--- src/rtl/lvds_multi_lane_dpa_ctrl_if.sv ---
// Bus between the DPA sequencer and the per-lane comparator/deserialiser logic.
// The controller uses the slave modport; whatever drives start and match uses master.
interface lvds_multi_lane_dpa_ctrl_if #(
  parameter int NUM_LANES = 4,
  parameter int TAP_W     = 8
);
  logic                       I_dpa_start;
  logic [NUM_LANES-1:0]       I_lane_match;
  logic [NUM_LANES*TAP_W-1:0] O_idelay_num;
  logic [NUM_LANES*TAP_W-1:0] O_eye_taps;
  logic [NUM_LANES-1:0]       O_lane_dpa_done;
  logic [NUM_LANES-1:0]       O_lane_fail;
  logic                       O_all_done;
  logic                       O_busy;

  modport master (
    output I_dpa_start, I_lane_match,
    input  O_idelay_num, O_eye_taps, O_lane_dpa_done, O_lane_fail, O_all_done, O_busy
  );

  modport slave (
    input  I_dpa_start, I_lane_match,
    output O_idelay_num, O_eye_taps, O_lane_dpa_done, O_lane_fail, O_all_done, O_busy
  );
endinterface

--- src/rtl/lvds_multi_lane_dpa_ctrl.sv ---
// Multi-lane DPA sequencer: sweeps each lane's idelay tap, centres it in the widest
// passing eye, then watches calibrated lanes and re-scans any that lose match.
module lvds_multi_lane_dpa_ctrl #(
  parameter int NUM_LANES  = 4,
  parameter int TAP_W      = 8,
  parameter int MAX_TAP    = 255,
  parameter int SETTLE_CYC = 16,
  parameter int DWELL_CYC  = 64,
  parameter int MIN_EYE    = 8,
  parameter int AUTO_RECAL = 1,
  parameter int ERR_LIMIT  = 32
) (
  input logic                       I_clk,
  input logic                       I_rst_n,
  lvds_multi_lane_dpa_ctrl_if.slave bus
);
  localparam int LANE_W  = (NUM_LANES > 1) ? $clog2(NUM_LANES) : 1;
  localparam int CNT_MAX = (SETTLE_CYC > DWELL_CYC) ? SETTLE_CYC : DWELL_CYC;
  localparam int CNT_W   = $clog2(CNT_MAX + 1);
  localparam int ERR_W   = $clog2(ERR_LIMIT + 1);
  localparam int RUN_W   = TAP_W + 1;

  typedef enum logic [2:0] {IDLE, SET_TAP, DWELL, EVAL, CENTER, NEXT_LANE, MONITOR} state_t;

  state_t               state_reg;
  logic [LANE_W-1:0]    lane_reg;
  logic [TAP_W-1:0]     tap_reg;
  logic [CNT_W-1:0]     cnt_reg;
  logic                 pass_reg;
  logic                 rescan_reg;
  logic [RUN_W-1:0]     run_len_reg, best_len_reg;
  logic [TAP_W-1:0]     run_start_reg, best_start_reg;
  logic [TAP_W-1:0]     idelay_reg [NUM_LANES];
  logic [TAP_W-1:0]     eye_reg    [NUM_LANES];
  logic [NUM_LANES-1:0] done_reg, fail_reg, pending_reg;
  logic                 all_done_reg, busy_reg;

  logic [NUM_LANES-1:0] lane_sel, err_trip, pend_onehot, done_base, pend_base;
  logic [LANE_W-1:0]    pend_idx;
  logic                 cur_match;
  logic [RUN_W-1:0]     run_len_next;
  logic [TAP_W-1:0]     run_start_next, half_len, center_tap, eye_sat;
  logic                 run_close, eye_ok;

  genvar gi;
  generate
    for (gi = 0; gi < NUM_LANES; gi++) begin : g_lane
      logic [ERR_W-1:0] err_reg;

      // Consecutive-mismatch counter; only meaningful while the lane is in service.
      always_ff @(posedge I_clk or negedge I_rst_n) begin
        if (!I_rst_n) begin
          err_reg <= '0;
        end else if (!done_reg[gi] || bus.I_lane_match[gi]) begin
          err_reg <= '0;
        end else if (err_reg != ERR_W'(ERR_LIMIT)) begin
          err_reg <= err_reg + ERR_W'(1);
        end
      end

      assign err_trip[gi] = (AUTO_RECAL != 0) && done_reg[gi] && !bus.I_lane_match[gi]
                            && (err_reg == ERR_W'(ERR_LIMIT - 1));
      assign lane_sel[gi] = (lane_reg == LANE_W'(gi));
      assign bus.O_idelay_num[gi*TAP_W +: TAP_W] = idelay_reg[gi];
      assign bus.O_eye_taps[gi*TAP_W +: TAP_W]   = eye_reg[gi];
    end
  endgenerate

  assign cur_match   = |(bus.I_lane_match & lane_sel);
  assign pend_onehot = pending_reg & (~pending_reg + NUM_LANES'(1));
  assign done_base   = done_reg & ~err_trip;
  assign pend_base   = pending_reg | err_trip;

  always_comb begin
    pend_idx = '0;
    for (int i = NUM_LANES - 1; i >= 0; i--) begin
      if (pending_reg[i]) pend_idx = LANE_W'(i);
    end
  end

  // A run closes on a failing tap or on a pass at the last tap of the sweep.
  assign run_len_next   = pass_reg ? run_len_reg + RUN_W'(1) : run_len_reg;
  assign run_start_next = (pass_reg && run_len_reg == '0) ? tap_reg : run_start_reg;
  assign run_close      = !pass_reg || (tap_reg == TAP_W'(MAX_TAP));

  assign half_len   = TAP_W'((best_len_reg - RUN_W'(1)) >> 1);
  assign center_tap = best_start_reg + half_len;
  assign eye_sat    = best_len_reg[TAP_W] ? '1 : best_len_reg[TAP_W-1:0];
  assign eye_ok     = best_len_reg >= RUN_W'(MIN_EYE);

  always_ff @(posedge I_clk or negedge I_rst_n) begin
    if (!I_rst_n) begin
      state_reg      <= IDLE;
      lane_reg       <= '0;
      tap_reg        <= '0;
      cnt_reg        <= '0;
      pass_reg       <= 1'b0;
      rescan_reg     <= 1'b0;
      run_len_reg    <= '0;
      best_len_reg   <= '0;
      run_start_reg  <= '0;
      best_start_reg <= '0;
      done_reg       <= '0;
      fail_reg       <= '0;
      pending_reg    <= '0;
      all_done_reg   <= 1'b0;
      busy_reg       <= 1'b0;
      for (int i = 0; i < NUM_LANES; i++) begin
        idelay_reg[i] <= '0;
        eye_reg[i]    <= '0;
      end
    end else begin
      all_done_reg <= (&done_reg) & ~(|fail_reg);
      done_reg     <= done_base;
      pending_reg  <= pend_base;

      if (bus.I_dpa_start) begin
        // Abort from any state; idelay values are left alone until each lane is rescanned.
        done_reg       <= '0;
        fail_reg       <= '0;
        pending_reg    <= '0;
        lane_reg       <= '0;
        tap_reg        <= '0;
        cnt_reg        <= '0;
        run_len_reg    <= '0;
        best_len_reg   <= '0;
        run_start_reg  <= '0;
        best_start_reg <= '0;
        rescan_reg     <= 1'b0;
        busy_reg       <= 1'b1;
        state_reg      <= SET_TAP;
        for (int i = 0; i < NUM_LANES; i++) eye_reg[i] <= '0;
      end else begin
        case (state_reg)
          IDLE: ;
          SET_TAP: begin
            for (int i = 0; i < NUM_LANES; i++) begin
              if (lane_sel[i]) idelay_reg[i] <= tap_reg;
            end
            if (cnt_reg == CNT_W'(SETTLE_CYC - 1)) begin
              cnt_reg   <= '0;
              pass_reg  <= 1'b1;
              state_reg <= DWELL;
            end else begin
              cnt_reg <= cnt_reg + CNT_W'(1);
            end
          end
          DWELL: begin
            pass_reg <= pass_reg & cur_match;
            if (cnt_reg == CNT_W'(DWELL_CYC - 1)) begin
              cnt_reg   <= '0;
              state_reg <= EVAL;
            end else begin
              cnt_reg <= cnt_reg + CNT_W'(1);
            end
          end
          EVAL: begin
            if (run_close) begin
              if (run_len_next > best_len_reg) begin
                best_len_reg   <= run_len_next;
                best_start_reg <= run_start_next;
              end
              run_len_reg <= '0;
            end else begin
              run_len_reg   <= run_len_next;
              run_start_reg <= run_start_next;
            end
            if (tap_reg < TAP_W'(MAX_TAP)) begin
              tap_reg   <= tap_reg + TAP_W'(1);
              state_reg <= SET_TAP;
            end else begin
              state_reg <= CENTER;
            end
          end
          CENTER: begin
            for (int i = 0; i < NUM_LANES; i++) begin
              if (lane_sel[i]) begin
                idelay_reg[i] <= eye_ok ? center_tap : '0;
                eye_reg[i]    <= eye_sat;
              end
            end
            done_reg  <= eye_ok ? (done_base | lane_sel) : (done_base & ~lane_sel);
            fail_reg  <= eye_ok ? (fail_reg & ~lane_sel) : (fail_reg | lane_sel);
            state_reg <= NEXT_LANE;
          end
          NEXT_LANE: begin
            if (!rescan_reg && lane_reg != LANE_W'(NUM_LANES - 1)) begin
              lane_reg       <= lane_reg + LANE_W'(1);
              tap_reg        <= '0;
              run_len_reg    <= '0;
              best_len_reg   <= '0;
              run_start_reg  <= '0;
              best_start_reg <= '0;
              state_reg      <= SET_TAP;
            end else begin
              rescan_reg <= 1'b0;
              busy_reg   <= 1'b0;
              state_reg  <= MONITOR;
            end
          end
          MONITOR: begin
            if (|pending_reg) begin
              lane_reg       <= pend_idx;
              tap_reg        <= '0;
              cnt_reg        <= '0;
              run_len_reg    <= '0;
              best_len_reg   <= '0;
              run_start_reg  <= '0;
              best_start_reg <= '0;
              rescan_reg     <= 1'b1;
              busy_reg       <= 1'b1;
              pending_reg    <= pend_base & ~pend_onehot;
              state_reg      <= SET_TAP;
            end
          end
          default: state_reg <= IDLE;
        endcase
      end
    end
  end

  assign bus.O_lane_dpa_done = done_reg;
  assign bus.O_lane_fail     = fail_reg;
  assign bus.O_all_done      = all_done_reg;
  assign bus.O_busy          = busy_reg;
endmodule

--- src/flat_wrapper.sv ---
// flat-port wrapper written by rule: the top's interface ports become plain ports
module lvds_multi_lane_dpa_ctrl_flat 
#(
  parameter int NUM_LANES  = 4,
  parameter int TAP_W      = 8,
  parameter int MAX_TAP    = 255,
  parameter int SETTLE_CYC = 16,
  parameter int DWELL_CYC  = 64,
  parameter int MIN_EYE    = 8,
  parameter int AUTO_RECAL = 1,
  parameter int ERR_LIMIT  = 32
)
  (I_clk, I_rst_n, bus_I_dpa_start, bus_I_lane_match, bus_O_idelay_num, bus_O_eye_taps, bus_O_lane_dpa_done, bus_O_lane_fail, bus_O_all_done, bus_O_busy);
  lvds_multi_lane_dpa_ctrl_if #(.NUM_LANES(NUM_LANES), .TAP_W(TAP_W)) bus_i ();
  input logic I_clk;
  input logic I_rst_n;
  input wire logic [$bits(bus_i.I_dpa_start)-1:0] bus_I_dpa_start;
  input wire logic [$bits(bus_i.I_lane_match)-1:0] bus_I_lane_match;
  output wire logic [$bits(bus_i.O_idelay_num)-1:0] bus_O_idelay_num;
  output wire logic [$bits(bus_i.O_eye_taps)-1:0] bus_O_eye_taps;
  output wire logic [$bits(bus_i.O_lane_dpa_done)-1:0] bus_O_lane_dpa_done;
  output wire logic [$bits(bus_i.O_lane_fail)-1:0] bus_O_lane_fail;
  output wire logic [$bits(bus_i.O_all_done)-1:0] bus_O_all_done;
  output wire logic [$bits(bus_i.O_busy)-1:0] bus_O_busy;
  assign bus_i.I_dpa_start = bus_I_dpa_start;
  assign bus_i.I_lane_match = bus_I_lane_match;
  assign bus_O_idelay_num = bus_i.O_idelay_num;
  assign bus_O_eye_taps = bus_i.O_eye_taps;
  assign bus_O_lane_dpa_done = bus_i.O_lane_dpa_done;
  assign bus_O_lane_fail = bus_i.O_lane_fail;
  assign bus_O_all_done = bus_i.O_all_done;
  assign bus_O_busy = bus_i.O_busy;
  lvds_multi_lane_dpa_ctrl #(.NUM_LANES(NUM_LANES), .TAP_W(TAP_W), .MAX_TAP(MAX_TAP), .SETTLE_CYC(SETTLE_CYC), .DWELL_CYC(DWELL_CYC), .MIN_EYE(MIN_EYE), .AUTO_RECAL(AUTO_RECAL), .ERR_LIMIT(ERR_LIMIT)) u_core (.I_clk(I_clk), .I_rst_n(I_rst_n), .bus(bus_i));
endmodule
--- config.mk ---
export PLATFORM = sky130hd
export DESIGN_NAME = lvds_multi_lane_dpa_ctrl_flat
export DESIGN_NICKNAME = d
export VERILOG_FILES = /design/src/rtl/lvds_multi_lane_dpa_ctrl_if.sv /design/src/rtl/lvds_multi_lane_dpa_ctrl.sv /design/src/flat_wrapper.sv
export SDC_FILE = /design/constraint.sdc
export NUM_CORES = 1
export LEC_CHECK = 0
export ABC_AREA = 0
export BUFFER_PORTS_ARGS = -buffer_cell sky130_fd_sc_hd__buf_2
export CAP_MARGIN = 25
export CORE_MARGIN = 2
export CORE_UTILIZATION = 59
export CTS_BUF_LIST = sky130_fd_sc_hd__clkbuf_4 sky130_fd_sc_hd__clkbuf_8
export DETAILED_ROUTE_END_ITERATION = 10
export PLACE_DENSITY = 0.79
export SLEW_MARGIN = 25
export SYNTH_ARGS = -nofsm -noshare
export SYNTH_HDL_FRONTEND = slang
export SYNTH_SLANG_ARGS = --single-unit
--- constraint.sdc ---
create_clock -name I_clk -period 7.6 [get_ports I_clk]
set_input_delay 1.9 -clock I_clk [delete_from_list [all_inputs] [get_ports I_clk]]
set_output_delay 1.9 -clock I_clk [all_outputs]
set_load 0.03 [all_outputs]
==> summary.md <==
| Metric | Value |
|---|---|
| Status | finished, final reports clean |
| Slew HR | 39.6% |
| Critical Path Start Type | input port |
| Post-synthesis sequential area ratio | 46.8% |
| CTS tree | built |
| P_leak | between 4 and 5 nW |
| Cts repair resizes | 0 |
| Design area | ~0.0093 mm^2 |
| Final setup vio count | 0 |
| Number of H-tree levels | 4 |
| Post-DP HPWL | 12,900 um |
| Crit path max fanout | 62 |
| Part of the power in registers | about half |
| FF-to-FF setup slack | 4.07 ns |
| First-pass GRT wire length | a little over 30,000 um |
| Max Root-Sink Buffers | 2 |
| Cells on Worst Hold Path | 2 |
| Max incr delay on CP | around 0.53 ns |
| Buffers on Ports | 80 |
| Reg-to-reg startpoint | u_core.pass_reg$_DFFE_PN0P_ |
| Vias in the first global route | 6,106 |
| Fmax | roughly 260 MHz |
| CP Buf/Inv Count | 4 |
| Internal power | 1.32 mW |
| RSZ-0062 raised after global routing | no |
| Worst Path Required | 7.96 ns |
| Post-synth top area share | 46.8% |
| Post-route insts no fill | ~1,100 |
| Setup crit end kind | flip-flop |
| Top-count cell post-synth | dfrtp_1 |
| Layout Skew | roughly 0.012 ns |
| Routability Congestion | about 0.9 |
| Leading area contributor after synthesis | dfrtp_1 |
| Avg Inst Size Synth | 9.73 um^2 |
| Multi-input gate area in the final layout | between 0.004 and 0.005 mm^2 |
| Synthesis-to-layout area growth | 10.3% |
| Final ANT Viol Nets | 0 |
| Fill count | around 1,100 |
| Dpl ws | 3.00 ns |
| Asr flop ratio synth | 100% |
| Synth top cells by count | dfrtp_1, nor2_1, nand2_1 |
| Worst-skew pair later-pin latency | 0.47 ns |
| Hold WC Path Type | reg -> reg |
| Max-Cap Viols | 0 |
| Synth warn | 0 |
| Switch share | 29.5% |
| Final wirelength | 18,400 um |
| PwrDens | 201 mW/mm^2 |
| Worst vdd ir | about 140 uV |
| Area of the die | 0.0153 mm^2 |
| Die width | 124 um |
| Hold_buf cts | 0 |
| Clock root cell | clkbuf_8 |
| Final worst-path cycle share | between 50% and 60% |
| Final slew viol count | 0 |
| Worst reg-to-reg path cell count | 11 |
| Core Area | 0.0139 mm^2 |
| First-iteration detailed-routing DRC count | 495 |
| Nets | 969 |
| Num CTS Buffers | 17 |
| Primary FF master, synth | dfrtp_1 |
| Reg2reg end | u_core.best_len_reg[4]$_DFFE_PN0P_ |
| Crit-path slowest cell | buf_4 |
| Initial antenna violation count | 0 |
| Share of post-route cells with drive strength above 1 | 17.7% |
| GRT Resource Usage Total | 25.7% |
| Diode count | 0 |
| Total power | 1.88 mW |
| Wirelength per Cell | around 16 um |
| Reg clk slew, reported paths | 0.08 ns |
| Die height | 124 um |
| Crit-path leading delay family | buffers and inverters |
| Remaining DRCs | 0 |
| Mapped Cells | 869 |
| Post-synth EDFFs | 0 |
| Setup TNS | 0 ns |
| Seq cells post-synth | 158 |
| Least-Margin Pin Slew | 0.899 ns |
| Post-synthesis cell type count | 76 |
| Initial core utilization | 60.7% |
| CP most frequent cell | buf_4 |
| Crit path kind | in -> reg |
| Final Worst Setup Slack | 3.72 ns |
| Placed Area | a little under 0.009 mm^2 |
| Avg Vias per Cell | 5.87 |
| Top cells by area, synth | dfrtp_1, nor2_1, ha_1, nand2_1, a211oi_1 |
| Combinational share of power | 14.8% |
| Syn nets | 911 |
| Arr. time, crit path | approximately 4.2 ns |
| Mapped Area | 0.00846 mm^2 |
| Minimum clock period | 3.88 ns |
| Hold Fails Final Rpt | 0 |
| Clock power share | 35.9% |
| Setup bufs post-CTS | 0 |
| Largest net degree at the start of global routing | around 110 |
| Hold path endpoint | u_core.bus.O_idelay_num[16]$_DFFE_PN0P_ |
| DRT Pass-1 Iters | 5 |
| Row count | 43 |
| CP cell instances | buf_2 > buf_4 > nor3_1 > nand3_2 > o21ai_2 > buf_4 > a221oi_4 > buf_6 > mux2_2 |
| Clock sink count | 158 |
| Register area | 0.00395 mm^2 |
| Ports | slightly above 80 |
| Cells after DPL | 1,087 |
| Net Switching | 555 uW |
| Vias | 6,570 |
| Hold_sp | u_core.bus.O_idelay_num[16]$_DFFE_PN0P_ |
| Grt total ovfl | 0 |
| CP Launch Point | bus_I_dpa_start |
## placed cells by master (no fill, tap or decap), types with 21 or more instances in the layout
cell type,synthesis,final
o31ai_1,23,23
xnor2_1,21,21
o21ai_0,37,37
a211oi_1,35,35
inv_1,35,35
ha_1,34,34
nand2_1,74,74
mux2_2,22,22
nor2_1,125,125
buf_2,17,79
a21oi_1,40,40
nand3_1,36,36
dfrtp_1,158,158
## per-stage QoR
step           utilization, %  hold WS (ns)
2_1_floorplan               -         0.464
3_3_place_gp             63.7         0.456
3_5_place_dp             63.7         0.465
4_1_cts                  66.8         0.484
5_1_grt                  66.9         0.524
6_report                 66.9         0.478
## power by group through the flow
stage	clock [mW]	sequential, mW	combinational [mW]
after floorplan	0	0.988	0.149
after global placement	0	0.940	0.273
after detailed placement	0	0.942	0.276
after CTS	0.689	0.926	0.278
after global routing	0.725	0.934	0.307
final	0.674	0.926	0.278
## how the worst max path moves through the flow
stage	to	slack, ns	depth (start not counted)
2_1_floorplan	u_core.run_start_reg[0]$_DFFE_PN0P_	4.11	8
3_5_place_dp	u_core.best_len_reg[4]$_DFFE_PN0P_	3.00	8
5_1_grt	u_core.best_start_reg[7]$_DFFE_PN0P_	3.58	9
3_3_place_gp	u_core.best_len_reg[4]$_DFFE_PN0P_	3.04	8
4_1_cts	u_core.best_len_reg[4]$_DFFE_PN0P_	3.51	8
6_report	u_core.best_len_reg[4]$_DFFE_PN0P_	3.72	9
## final cells by class
type	instances	share of cell area, %
Multi-Input combinational cell	630	44.3
Sequential cell	158	42.4
Timing Repair Buffer	85	4.83
Clock buffer	21	2.96
Tap cell	180	2.41
Clock inverter	11	1.66
Inverter	35	1.41
## worst min-delay path: cells and delay by family (launching register included)
kind	cells	cell delay, ns
compound gates	1	0.06
flops	1	0.34
simple gates	1	0.05
## cell families after synthesis
kind of cell	Yosys count	share of synthesized area [%]
xor+xnor	41	4.34
simple gates	333	19.2
flops	158	46.8
compound gates	177	14.0
fa+ha+maj	35	5.27
buf+inv	81	4.35
mux	44	6.04
## per-layer routing
metal | up-vias | track usage [%] | wire (um)
met5 | - | 0 | 0
met4 | 0 | 6.75 | 246
met3 | 20 | 5.27 | 918
met2 | 186 | 39.1 | 8550
met1 | 3189 | 37.7 | 8700
li1 | 3175 | - | -
(Power assumes the default switching activity.)
